File: src/rtl/c64_clk_pkg.sv
// Shared types and constants for the C64 clock sequencer.
package c64_clk_pkg;

  typedef enum logic [1:0] {
    WAIT_LOCK = 2'd0,
    HOLD      = 2'd1,
    RUN       = 2'd2
  } clkseq_state_e;

  localparam int unsigned PHASE_W           = 5;
  localparam logic [PHASE_W-1:0] PHI2_RISE_PHASE = 5'd15;
  localparam logic [PHASE_W-1:0] PHI2_FALL_PHASE = 5'd31;
  localparam int unsigned PAL_STALL_INC_DEF = 2402;

endpackage

File: src/rtl/c64_sync2.sv
// Two-flop synchroniser for a single asynchronous level input.
module c64_sync2 (
  input  logic clk_i,
  input  logic rst_i,
  input  logic d_i,
  output logic q_o
);

  logic s1_q, s2_q;

  always_ff @(posedge clk_i) begin
    if (rst_i) begin
      s1_q <= 1'b0;
      s2_q <= 1'b0;
    end else begin
      s1_q <= d_i;
      s2_q <= s1_q;
    end
  end

  assign q_o = s2_q;

endmodule

File: src/rtl/c64_clk_sequencer.sv
// PLL-lock gated core reset and phi2 bus-phase enables for a C64 core.
// Optional lock-loss event counter is enabled by defining CLKSEQ_LOCK_LOSS_CNT_EN.
module c64_clk_sequencer
  import c64_clk_pkg::*;
#(
  parameter int unsigned HOLD_CYCLES   = 4096,
  parameter int unsigned PAL_STALL_INC = PAL_STALL_INC_DEF
) (
  input  logic               clk32_i,
  input  logic               reset_i,
  input  logic               pll_locked_i,
  input  logic               pal_i,
  output logic               sys_reset_o,
  output logic [PHASE_W-1:0] phase_o,
  output logic               phi2_o,
  output logic               phi2_rise_en_o,
  output logic               phi2_fall_en_o
`ifdef CLKSEQ_LOCK_LOSS_CNT_EN
  ,
  output logic [7:0]         lock_loss_cnt_o
`endif
);

  localparam logic [1:0] StWaitLock = WAIT_LOCK;
  localparam logic [1:0] StHold     = HOLD;
  localparam logic [1:0] StRun      = RUN;

  localparam int unsigned HoldW = (HOLD_CYCLES > 2) ? $clog2(HOLD_CYCLES) : 1;
  localparam logic [HoldW-1:0] HoldLast = HoldW'(HOLD_CYCLES - 1);
  localparam logic [15:0] PalInc = 16'(PAL_STALL_INC);

  logic               locked_s;
  logic [1:0]         state_q, state_d;
  logic [HoldW-1:0]   hold_q, hold_d;
  logic [15:0]        acc_q, acc_d;
  logic [16:0]        acc_sum;
  logic [PHASE_W-1:0] phase_q, phase_d;
  logic               phi2_q;
  logic               sys_reset_q;
  logic               run, stall, adv;

  c64_sync2 u_lock_sync (
    .clk_i (clk32_i),
    .rst_i (reset_i),
    .d_i   (pll_locked_i),
    .q_o   (locked_s)
  );

  always_comb begin
    state_d = state_q;
    hold_d  = hold_q;
    unique case (state_q)
      StWaitLock: begin
        hold_d = '0;
        if (locked_s) state_d = StHold;
      end
      StHold: begin
        if (!locked_s) begin
          state_d = StWaitLock;
          hold_d  = '0;
        end else if (hold_q == HoldLast) begin
          state_d = StRun;
          hold_d  = '0;
        end else begin
          hold_d = hold_q + 1'b1;
        end
      end
      StRun: begin
        hold_d = '0;
        if (!locked_s) state_d = StWaitLock;
      end
      default: begin
        state_d = StWaitLock;
        hold_d  = '0;
      end
    endcase
  end

  // PAL stretches the period by skipping phase advance on accumulator carry-out.
  assign run     = (state_q == StRun);
  assign acc_sum = {1'b0, acc_q} + {1'b0, PalInc};
  assign stall   = run & pal_i & acc_sum[16];
  assign adv     = run & ~stall;

  always_comb begin
    acc_d = '0;
    if (run && pal_i && (state_d == StRun)) acc_d = acc_sum[15:0];
  end

  // Phase follows next state so it already reads 0 in the first non-RUN cycle.
  always_comb begin
    phase_d = phase_q;
    if (state_d != StRun) begin
      phase_d = '0;
    end else if (adv) begin
      phase_d = phase_q + 1'b1;
    end
  end

  always_ff @(posedge clk32_i) begin
    if (reset_i) begin
      state_q     <= StWaitLock;
      hold_q      <= '0;
      acc_q       <= '0;
      phase_q     <= '0;
      phi2_q      <= 1'b0;
      sys_reset_q <= 1'b1;
    end else begin
      state_q     <= state_d;
      hold_q      <= hold_d;
      acc_q       <= acc_d;
      phase_q     <= phase_d;
      phi2_q      <= phase_d[PHASE_W-1];
      sys_reset_q <= (state_d != StRun);
    end
  end

  assign sys_reset_o    = sys_reset_q;
  assign phase_o        = phase_q;
  assign phi2_o         = phi2_q;
  assign phi2_rise_en_o = adv & (phase_q == PHI2_RISE_PHASE);
  assign phi2_fall_en_o = adv & (phase_q == PHI2_FALL_PHASE);

`ifdef CLKSEQ_LOCK_LOSS_CNT_EN
  logic [7:0] loss_cnt_q, loss_cnt_d;

  always_comb begin
    loss_cnt_d = loss_cnt_q;
    if (run && (state_d == StWaitLock) && (loss_cnt_q != 8'hFF)) begin
      loss_cnt_d = loss_cnt_q + 8'd1;
    end
  end

  always_ff @(posedge clk32_i) begin
    if (reset_i) begin
      loss_cnt_q <= '0;
    end else begin
      loss_cnt_q <= loss_cnt_d;
    end
  end

  assign lock_loss_cnt_o = loss_cnt_q;
`endif

endmodule

File: config.mk
export PLATFORM = sky130hd
export DESIGN_NAME = c64_clk_sequencer
export DESIGN_NICKNAME = d
export VERILOG_FILES = /design/src/rtl/c64_clk_pkg.sv /design/src/rtl/c64_sync2.sv /design/src/rtl/c64_clk_sequencer.sv
export SDC_FILE = /design/constraint.sdc
export NUM_CORES = 1
export LEC_CHECK = 0
export BUFFER_PORTS_ARGS = -buffer_cell sky130_fd_sc_hd__buf_2
export CAP_MARGIN = 20
export CORE_AREA = 8 8 74 56
export CTS_CLUSTER_SIZE = 8
export DETAILED_ROUTE_END_ITERATION = 8
export DIE_AREA = 0 0 82 64
export PLACE_DENSITY_LB_ADDON = 0.2
export SYNTH_ARGS = -nofsm -noshare
export SYNTH_HDL_FRONTEND = slang
export SYNTH_SLANG_ARGS = --single-unit
File: constraint.sdc
create_clock -name clk32_i -period 2.4 [get_ports clk32_i]
set_input_delay 0.48 -clock clk32_i [delete_from_list [all_inputs] [get_ports clk32_i]]
set_output_delay 0.48 -clock clk32_i [all_outputs]
set_load 0.005 [all_outputs]
After elaboration in Yosys (flattened, before gate mapping)
Index checks and enable logic that the tools add are counted.
{"block": "op_classes", "add_sub_neg": 3, "mul": 0, "div": 0, "magnitude_cmp": 0, "n_eq_ne": 7, "n_shift": 0, "muxes": 5, "bitwise_logic": 9, "n_reduce_logical": 6}
{"cell": "$add A16 B12 Y17 const B", "n": 1}
{"cell": "$add A12 B1 Y12 const B", "n": 1}
{"cell": "$eq A12 B12 Y1 const B", "n": 1}
{"cell": "$mux W2", "n": 4}
{"cell": "$pmux W2 S3", "n": 1}
{"cell": "$add A5 B1 Y5 const B", "n": 1}
{"cell": "$and A1 B1 Y1", "n": 5}
{"cell": "$eq A5 B4 Y1 const B", "n": 1}
{"cell": "$eq A5 B5 Y1 const B", "n": 1}
{"cell": "$eq A2 B2 Y1 const B", "n": 2}
{"cell": "$not A1 Y1", "n": 4}
{"cell": "$reduce_or A2 Y1", "n": 2}
{"cell": "$reduce_or A4 Y1", "n": 1}
{"cell": "$eq A2 B1 Y1 const B", "n": 1}
{"cell": "$logic_and A1 B1 Y1", "n": 2}
{"cell": "$logic_not A2 Y1", "n": 1}
{"cell": "$ne A2 B2 Y1 const B", "n": 1}
{"block": "word_totals", "regBits": 38, "latchBits": 0, "ram_bits": 0, "romBits": 0, "input_bits": 4, "output_inout_bits": 9, "elab_cells": 38, "mem_count": 0}

Longest topological paths before layout
Gate-level depths: netlist of run 1.
{"block": "depth", "word_depth": 8, "ltp_mapped": 7, "mapped_depth_nobuf": 6}

Hierarchy
A second synthesis of run 1 with hierarchy kept.
{"block": "hier_totals", "cells_unflattened": 177, "area_unflattened_um2": 1666.6}
{"mod": "c64_clk_sequencer", "n_inst": 1, "cells_each": 173, "area_each_um2": 1614.0, "seq_area_each_um2": 700.7}
{"mod": "c64_sync2", "n_inst": 1, "cells_each": 4, "area_each_um2": 52.6, "seq_area_each_um2": 40.0}

Least setup slack after synthesis of run 1
OpenSTA, ideal clock, no wires.
{"block": "synth_path", "path_type": "register -> output", "startpoint": "register acc_q[11]", "endpoint": "output phi2_fall_en_o", "arrival_time_ns": 1.514, "required_ns": 1.920, "slack_ns": 0.406, "path_stages_with_launch": 6, "path_buffers": 1, "path_cell_list": "dfxtp_1 > or4_4 > o22a_1 > buf_6 > a21oi_2 > and2_1"}
{"block": "synth_between", "elab_chain_cells": 5}
{"item": "start, declared", "line": "c64_clk_sequencer.sv:35", "rtl": "logic [15:0] acc_q, acc_d;"}
{"item": "start signal, assigned", "line": "c64_clk_sequencer.sv:104", "rtl": "acc_q <= '0;"}
{"item": "start signal, assigned", "line": "c64_clk_sequencer.sv:111", "rtl": "acc_q <= acc_d;"}
{"item": "$add A16 B12 Y17", "line": "c64_clk_sequencer.sv:81", "rtl": "assign acc_sum = {1'b0, acc_q} + {1'b0, PalInc};"}
{"item": "$and A1 B1 Y1", "line": "c64_clk_sequencer.sv:82", "rtl": "assign stall = run & pal_i & acc_sum[16];"}
{"item": "$not A1 Y1", "line": "c64_clk_sequencer.sv:83", "rtl": "assign adv = run & ~stall;"}
{"item": "$and A1 B1 Y1", "line": "c64_clk_sequencer.sv:83"}
{"item": "$and A1 B1 Y1", "line": "c64_clk_sequencer.sv:122", "rtl": "assign phi2_fall_en_o = adv & (phase_q == PHI2_FALL_PHASE);"}
{"item": "end, declared", "line": "c64_clk_sequencer.sv:17", "rtl": "output logic phi2_fall_en_o"}
No other way between the ends.

Final worst setup path of run 1
{"block": "layout_path", "startpoint": "register acc_q[8]", "endpoint": "output phi2_rise_en_o"}
{"block": "layout_between", "elab_chain_cells": 5}
{"item": "$add A16 B12 Y17", "line": "c64_clk_sequencer.sv:81"}
{"item": "$and A1 B1 Y1", "line": "c64_clk_sequencer.sv:82"}
{"item": "$not A1 Y1", "line": "c64_clk_sequencer.sv:83"}
{"item": "$and A1 B1 Y1", "line": "c64_clk_sequencer.sv:83"}
{"item": "$and A1 B1 Y1", "line": "c64_clk_sequencer.sv:121", "rtl": "assign phi2_rise_en_o = adv & (phase_q == PHI2_RISE_PHASE);"}
{"item": "end, declared", "line": "c64_clk_sequencer.sv:16", "rtl": "output logic phi2_rise_en_o,"}
No other way between the ends.

==> results.md, run 1 <==
* IO Port Bufs at 12
* Critical path type: reg2out
* Initial DRC Count at 97
* HP Class: in2reg
* Initial antenna violation count at 0
* Grt total ovfl at 0
* Sequential cell area fraction in the yosys report at 44.5%
* Setup Slack @ Placement at 0.345 ns
* Critical path arrival at 1.87 ns
* Num rows at 17
* Share of post-route cells with drive strength above 1 at 17.0%
* Layout overhead on the synthesized area at 12.6%
* Final core utilization at 62.1%
* FF+latch count, synth at 37
* Cts hold-fix bufs at 0
* Synth cell types at 47
* ANT nets after route at 0
* Total vias in the final route at 1,287
* Warning count from the yosys run at 0
* CTS max path bufs at 2
* Async S/R FF share, synth at 0%
* Hold Vio Cnt, Final at 0
* Placed cell area at 1750 µm²
* DRC Markers at 0
* Setup Skew at 0.00953 ns
* CTS root buf: clkbuf_8
* Fillers at 255
* Fmax at 426 MHz
* First drt pass iteration count at 4
* Finished Layout Cells at 232
* M1 WL at 1.51 mm
* WP data required at 1.92 ns
* Final WS setup at 0.0503 ns
* Crit share post-route at 97.9%
* Layout Nets at 202
* Mapped Nets at 186
* Drt total wl at 3.22 mm
* Crit-path max FO at 5
* Status: finished, final reports clean
* Post-synthesis area per instance at 9.40 µm²
* Final GP Congestion at 0.800
* Die Width at 82 µm
* Die height at 64 µm
* Top Layer Used: met4
* Cells after Synth at 177
* Tmin final at 2.35 ns
* Core ar. at 3020 µm²
* Nature of the critical path endpoint: primary output
* Diodes inserted at 0
* Pwr Total at 1.09 mW
* VDD IR-drop max at 0.000374 V
* Worst Tran Pin Value at 0.430 ns
* Max cap viols at 0
* Clk slew on worst S/H paths at 0.08 ns
* TritonCTS clock tree: done
* Fin area at 1870 µm²
* Worst skew pair latency at 0.29 ns
* Slew headroom at 71.2%
* Total CTS buffers at 5
* Wire length per cell at 13.9 µm
* Most used DFF post-synth: dfxtp_1
* Area occupied by registers at 743 µm²
* I/O pin count at 13
* Post-Syn Area at 1660 µm²
* Clock net sink count at 37
* Die ar. at 5250 µm²
* GRT Total Usage at 13.3%
* Count of final setup violators at 0
* Vias per cell at 5.55
* P_leak at 0.795 nW
* Final hold slack at 0.405 ns
* Initial Util at 55.1%
* Number of flops mapped to enable cells by yosys at 0
* WL met2 at 1.42 mm
* Setup TNS at 0 ns
* Largest net degree at the start of global routing at 14
* CP Launch Type: flip-flop
* Hpwl dp at 2.26 mm
* Multi-input gate area at 862 µm²
* Cell count after placement at 222
* H-tree depth at 2
* Slew Viols, Final at 0
* Global-route wire length before repair at 5.41 mm
* Met3 WL post-DR at 239 µm
* Vias in the first global route at 1,201
* PwrDens at 583 nW/µm²
per-layer routing:
metal | vias to the layer above | track usage [%]
met2 | 29 | 19.8
met4 | 0 | 6.33
met1 | 598 | 16.2
met3 | 4 | 5.45
li1 | 656 | -
met5 | - | 0
registers in the layout (all words and copies together) (netlist names):
register          count
u_lock_sync.q_o       1
state_q               2
sys_reset_o           1
phase_o               5
u_lock_sync.s1_q      1
hold_q               12
acc_q                15
placed cells by master, fill, tap and decap left out, types with 2 or more instances in the layout:
cell type / instances
a21oi_1: 6
and2_1: 3
and3_1: 4
and4_1: 5
buf_2: 12
buf_4: 4
clkbuf_8: 7
dfxtp_1: 35
dfxtp_2: 2
ha_1: 5
inv_1: 8
mux2i_1: 2
nand2_1: 5
nand2b_1: 2
nand3_1: 10
nand4_1: 5
nor2_1: 24
nor2b_1: 4
o221ai_1: 2
or3_1: 4
xnor2_1: 5
xor2_1: 14
report_power, final:
| group | switching [mW] | leakage, nW | internal (mW) |
|---|---|---|---|
| clock network | 0.208 | 0.0542 | 0.259 |
| registers | 0.000915 | 0.299 | 0.616 |
| logic | 0.00398 | 0.441 | 0.00370 |
| total | 0.213 | 0.795 | 0.879 |
synth_stat cells, types with 2 or more instances:
master | count | area share [%]
a21oi_1 | 6 | 1.8
and2_1 | 3 | 1.1
and3_1 | 4 | 1.5
and4_1 | 5 | 2.6
clkbuf_1 | 4 | 0.90
dfxtp_1 | 37 | 45
ha_1 | 5 | 3.8
inv_1 | 8 | 1.8
mux2i_1 | 2 | 1.2
nand2_1 | 5 | 1.1
nand2b_1 | 2 | 0.75
nand3_1 | 10 | 3.0
nand4_1 | 5 | 1.9
nor2_1 | 24 | 5.4
nor2b_1 | 4 | 1.5
o221ai_1 | 2 | 1.1
or3_1 | 4 | 1.5
xnor2_1 | 5 | 2.6
xor2_1 | 14 | 7.4
cell families after synthesis:
family          synth area share (%)
simple gates                    23.4
fa+ha+maj                       3.76
compound gates                  12.3
mux                             1.88
flops                           44.5
xor+xnor                        10.0
buf+inv                         4.13
worst paths after layout:
kind	from	to	slack, ns	cells past startpoint
worst min-delay path	pll_locked_i	u_lock_sync.s1_q	0.40	2
worst min register to register	u_lock_sync.s1_q	u_lock_sync.q_o	0.44	1
worst max-delay path	acc_q[8]	phi2_rise_en_o	0.05	5
worst max register to register	hold_q[0]	hold_q[11]	0.55	5
critical path: stages, from the launching register on:
cell and delay (ns):
dfxtp_2 0.35, or4_4 0.56, o22a_1 0.24, a21oi_4 0.20, and2_1 0.14, buf_2 0.10
layout make-up:
type | instances | area share, %
Tap cell | 38 | 2.54
Clock buffer | 7 | 5.14
Clock inverter | 1 | 0.267
Inverter | 8 | 1.60
Sequential cell | 37 | 39.7
Multi-Input combinational cell | 125 | 46.0
Timing Repair Buffer | 16 | 4.81
what timing repair did:
item                       in CTS  in global routing
setup endpoints to repair       0                  2
gates resized for setup         0                  3
setup buffers                   0                  2
Power figures use the tool's default switching activity.
==> run 2, diff against run 1 <==
- CORE_AREA: 8 8 74 56 -> 8 8 72 55
- CTS_BUF_LIST: unset -> sky130_fd_sc_hd__clkbuf_4 sky130_fd_sc_hd__clkbuf_8
- DIE_AREA: 0 0 82 64 -> 0 0 80 63
==> results.md, run 2 (same netlist as run 1, synthesis figures left out) <==
* Status: finished, final reports clean
* IO Port Bufs at 12 (unchanged)
* Nature of the critical path endpoint: primary output
* Worst setup path start: acc_q[8]
* P_leak at 0.785 nW (-1.2%)
* Pwr Total at 1.01 mW (-7.3%)
* Max cap viols at 0 (unchanged)
* Largest stage delay, worst path at 0.55 ns (about the same)
* Commonest non-fill, non-tap cell in the layout: dfxtp_1
* Diodes inserted at 0 (unchanged)
* Vias in the first global route at 1,339 (+11%)
* Clock net sink count at 37 (unchanged)
* Final GP Congestion at 0.837 (+4.6%)
* Setup Slack @ Placement at 0.323 ns (-0.0223 ns)
* Total CTS buffers at 5 (unchanged)
* Die ar. at 5040 µm² (-4.0%)
* Initial antenna violation count at 0 (unchanged)
* Share of post-route cells with drive strength above 1 at 16.6% (-0.43 points)
* ANT nets after route at 0 (unchanged)
* Sw Ratio at 20.1% (+0.57 points)
* Layout overhead on the synthesized area at 11.3%
* Worst Tran Pin Value at 0.435 ns (+0.00459 ns)
* Setup Skew at 0.00712 ns (-0.00241 ns)
* I/O pin count at 13 (unchanged)
* R2R Path Start: hold_q[0]
* Switch Pwr at 0.203 mW (-4.6%)
* CTS root buf: clkbuf_8
* Crit share post-route at 98.7% (+0.76 points)
* First drt pass iteration count at 4 (unchanged)
* Total vias in the final route at 1,309 (+1.7%)
* H-tree depth at 2 (unchanged)
* HP Class: in2reg
* Drt total wl at 3.22 mm (+0.16%)
* Die Width at 80 µm (-2.4%)
* Initial Util at 56.7% (+1.6 points)
* PwrDens at 546 nW/µm² (-6.2%)
* Logic pwr share at 0.8% (about the same)
* Hpwl dp at 2.41 mm (+6.3%)
* Fmax at 422 MHz (-0.77%)
* VDD IR-drop max at 0.000334 V (-11%)
* Critical path type: reg2out
* TritonCTS clock tree: done
* Reg-to-reg endpoint: hold_q[9]
* Most frequent cells in the layout: dfxtp_1, nor2_1, xor2_1
* Vias per cell at 5.67 (+2.1%)
* Setup TNS at 0 ns (unchanged)
* Finished Layout Cells at 231 (-0.43%)
* Crit path max-delay cell type: or4_4
* P_int at 0.809 mW (-8.0%)
* GRT Total Usage at 14.3% (+1.0 points)
* Capture point of the critical path: phi2_fall_en_o
* Worst-path cell chain: or4_4, o22a_1, a21oi_2, and2_1, buf_2
* Placed cell area at 1760 µm² (+0.43%)
* Largest net degree at the start of global routing at 17 (+3)
* Slew headroom at 70.9% (-0.31 points)
* Number of flip-flops in the largest register at 15 (unchanged)
* R2R Setup Slk at 0.52 ns (-0.03 ns)
* Largest Register: acc_q
* Share of power burned in registers at 60.7% (+4.2 points)
* Critical path arrival at 1.89 ns (+0.02 ns)
* Core ar. at 2940 µm² (-2.8%)
* Final WS setup at 0.0321 ns (-0.0182 ns)
* WP data required at 1.92 ns (about the same)
* Clk pwr share at 38.4% (-4.4 points)
* Worst r2r path cells at 5 (unchanged)
* Hold Vio Cnt, Final at 0 (unchanged)
* Initial DRC Count at 132 (+36%)
* CTS max path bufs at 2 (unchanged)
* Crit-path max FO at 4 (-1)
* RSZ-0062 raised after global routing: yes
* Cell count after placement at 223 (+0.45%)
* Layout Nets at 203 (+0.50%)
* Count of final setup violators at 0 (unchanged)
* Slew Viols, Final at 0 (unchanged)
* Tmin final at 2.37 ns (+0.0182 ns)
* Global-route wire length before repair at 5.84 mm (+8.0%)
* Grt total ovfl at 0 (unchanged)
* Clk slew on worst S/H paths at 0.07 ns (about the same)
* Num rows at 17 (unchanged)
* Wire length per cell at 14.0 µm (+0.59%)
* DRC Markers at 0 (unchanged)
* Fin area at 1850 µm² (-1.2%)
* Die height at 63 µm (-1.6%)
* Cts hold-fix bufs at 0 (unchanged)
* CP Launch Type: flip-flop
* Worst skew pair latency at 0.28 ns (about the same)
[run 2: changes by cell type in the layout (fill, tap and decap cells not counted), sizes merged]
cell / before / now
buf: 16 / 17
clkbuf: 7 / 5
[run 2: stage by stage]
stage,hold slack (ns),util (%)
2_1_floorplan,0.414,-
3_3_place_gp,0.415,59.8
3_5_place_dp,0.431,59.8
4_1_cts,0.404,62.3
5_1_grt,0.409,63.1
6_report,0.408,63.1
[run 2: power groups by stage]
| stage | clock [mW] | combinational, mW | sequential, mW |
|---|---|---|---|
| 2_1_floorplan | 0 | 0.00351 | 0.630 |
| 5_1_grt | 0.426 | 0.00919 | 0.614 |
| 6_report | 0.389 | 0.00836 | 0.615 |
| 4_1_cts | 0.397 | 0.00828 | 0.617 |
| 3_5_place_dp | 0 | 0.00826 | 0.631 |
| 3_3_place_gp | 0 | 0.00810 | 0.631 |
[run 2: what timing repair did]
action                                  4_1_cts  5_1_grt
gates resized for setup                       0        4
setup buffers                                 0        2
endpoints found under the setup margin        0        2
[run 2: worst min path at each step]
stage | to | startpoint | slack [ns] | depth (start not counted)
2_1_floorplan | u_lock_sync.q_o | u_lock_sync.s1_q | 0.41 | 1
3_3_place_gp | u_lock_sync.q_o | u_lock_sync.s1_q | 0.42 | 1
3_5_place_dp | u_lock_sync.q_o | u_lock_sync.s1_q | 0.43 | 1
4_1_cts | u_lock_sync.q_o | reset_i | 0.40 | 2
5_1_grt | u_lock_sync.s1_q | reset_i | 0.41 | 2
6_report | u_lock_sync.q_o | reset_i | 0.41 | 2
[run 2: critical path: cells and delay by family, from the launching register on]
kind / cells / cell delay [ns]
buffers and inverters: 1 / 0.10
DFF: 1 / 0.36
and+or+nand+nor: 2 / 0.70
AOI/OAI and AO/OA: 2 / 0.45
[run 2: area by class of cell]
type                            count  area [µm²]
Fill cell                         247        1080
Multi-Input combinational cell    125         855
Sequential cell                    37         748
Timing Repair Buffer               17        97.6
Clock buffer                        5        68.8
Tap cell                           38        47.5
Inverter                            8        30.0
Clock inverter                      1        5.00
[run 2: per-layer routing]
metal / global-route usage [%] / vias up / wire length [µm]
met5: 0 / - / 0
met4: 4.98 / 0 / 38
met3: 5.89 / 5 / 205
met2: 20.8 / 30 / 1410
met1: 18.3 / 614 / 1570
li1: - / 660 / -
==> run 3, diff against run 2 <==
- MAX_ROUTING_LAYER: unset -> met4
==> results.md, run 3 (same netlist as run 1, synthesis figures left out) <==
* Status: finished, final reports clean
* Largest stage delay, worst path at 0.55 ns (about the same)
* Share of post-route cells with drive strength above 1 at 16.6% (unchanged)
* Worst Tran Pin Value at 0.435 ns (unchanged)
* Largest Register: acc_q
* Largest net degree at the start of global routing at 17 (unchanged)
* Worst-path cell chain: or4_4, o22a_1, a21oi_2, and2_1, buf_2
* Total vias in the final route at 1,309 (unchanged)
* Crit-path max FO at 4 (unchanged)
* Initial Util at 56.7% (unchanged)
* Fmax at 422 MHz (about the same)
* Nature of the critical path endpoint: primary output
* Count of final setup violators at 0 (unchanged)
* R2R Path Start: hold_q[0]
* Fin area at 1850 µm² (unchanged)
* Slew Viols, Final at 0 (unchanged)
* Hold Path Origin: reset_i
* IO Port Bufs at 12 (unchanged)
* Vias in the first global route at 1,345 (+0.45%)
* HP Class: in2reg
* Cts hold-fix bufs at 0 (unchanged)
* PwrDens at 547 nW/µm² (about the same)
* Die ar. at 5040 µm² (unchanged)
* Worst setup path start: acc_q[8]
* RSZ-0062 raised after global routing: yes
* Core ar. at 2940 µm² (unchanged)
* Clk slew on worst S/H paths at 0.07 ns (about the same)
* WP data required at 1.92 ns (about the same)
* CTS max path bufs at 2 (unchanged)
* Vias per cell at 5.67 (unchanged)
* Crit share post-route at 98.7% (about the same)
* Hpwl dp at 2.41 mm (unchanged)
* Placed cell area at 1760 µm² (unchanged)
* Worst skew pair latency at 0.28 ns (about the same)
* Drt total wl at 3.22 mm (about the same)
* Initial antenna violation count at 0 (unchanged)
* Crit path max-delay cell type: or4_4
* First drt pass iteration count at 4 (unchanged)
* Global-route wire length before repair at 5.84 mm (-0.12%)
* Max cap viols at 0 (unchanged)
* Clock net sink count at 37 (unchanged)
* P_leak at 0.785 nW (unchanged)
* VDD IR-drop max at 0.000334 V (about the same)
* Final GP Congestion at 0.849 (+1.5%)
* Initial DRC Count at 129 (-2.3%)
* Tmin final at 2.37 ns (+0.000372 ns)
* Number of flip-flops in the largest register at 15 (unchanged)
* Wire length per cell at 13.9 µm (about the same)
* ANT nets after route at 0 (unchanged)
* Hold Vio Cnt, Final at 0 (unchanged)
* CTS root buf: clkbuf_8
* Die Width at 80 µm (unchanged)
* Layout Nets at 203 (unchanged)
* GRT Total Usage at 14.7% (+0.39 points)
* Die height at 63 µm (unchanged)
* Layout overhead on the synthesized area at 11.3% (unchanged)
* Setup TNS at 0 ns (unchanged)
* Finished Layout Cells at 231 (unchanged)
* Critical path type: reg2out
* Critical path arrival at 1.89 ns (about the same)
* TritonCTS clock tree: done
* Commonest non-fill, non-tap cell in the layout: dfxtp_1
* Diodes inserted at 0 (unchanged)
* Most frequent cells in the layout: dfxtp_1, nor2_1, xor2_1
* Num rows at 17 (unchanged)
* H-tree depth at 2 (unchanged)
* CP Launch Type: flip-flop
* Cell count after placement at 223 (unchanged)
* Slew headroom at 70.9% (unchanged)
* I/O pin count at 13 (unchanged)
* Setup Skew at 0.00740 ns (+0.000277 ns)
* Grt total ovfl at 0 (unchanged)
* DRC Markers at 0 (unchanged)
* Total CTS buffers at 5 (unchanged)
==> run 3: cell counts in the layout (fill, tap and decap cells not counted) <==
Identical to the previous run, type by type.
==> run 3: what timing repair did <==
item                                    4_1_cts  5_1_grt
resized for setup                             0        4
setup buffers                                 0        2
endpoints found under the setup margin        0        2
==> run 3: path summary, 6_finish.rpt <==
| kind | depth (start not counted) | slack, ns | to |
|---|---|---|---|
| setup reg to reg | 5 | 0.52 | hold_q[9] |
| hold / removal | 2 | 0.41 | u_lock_sync.q_o |
| setup / recovery | 5 | 0.03 | phi2_fall_en_o |
| hold reg to reg | 1 | 0.44 | u_lock_sync.q_o |
==> run 3: through the flow <==
| step | setup slack (ns) | power [mW] | hold WS [ns] | utilization [%] |
|---|---|---|---|---|
| floorplan | 0.406 | 0.634 | 0.414 | - |
| global route | -0.0607 | 1.05 | 0.409 | 63.1 |
| finish | 0.0318 | 1.01 | 0.409 | 63.1 |
| CTS | 0.00549 | 1.02 | 0.404 | 62.3 |
| detailed placement | 0.323 | 0.639 | 0.431 | 59.8 |
| global placement | 0.376 | 0.639 | 0.415 | 59.8 |
==> run 3: cell type report <==
type                       instances  area, µm²
clock inverter                     1       5.00
fill                             247       1080
tap                               38       47.5
sequential                        37        748
timing repair buffer              17       97.6
clock buffer                       5       68.8
inverter                           8       30.0
multi-input combinational        125        855
==> run 3: critical path, delay by kind of cell, from the launching register on <==
family / cells / cell delay, ns
buffers and inverters: 1 / 0.10
flip-flops: 1 / 0.36
AO/OA/AOI/OAI: 2 / 0.45
AND/OR/NAND/NOR: 2 / 0.70
==> run 3: power breakdown <==
| part | total (mW) | internal [mW] | switching, mW |
|---|---|---|---|
| sequential | 0.615 | 0.614 | 0.000967 |
| combinational | 0.00836 | 0.00422 | 0.00414 |
| clock | 0.389 | 0.191 | 0.199 |
==> run 3: metal layers <==
layer  GRT usage, %  vias up  share of wire, %
li1               -      660                 -
met1           18.3      614                49
met2           20.8       30                44
met3           5.89        5               6.4
met4           4.98        0               1.2
met5              -        -                 0
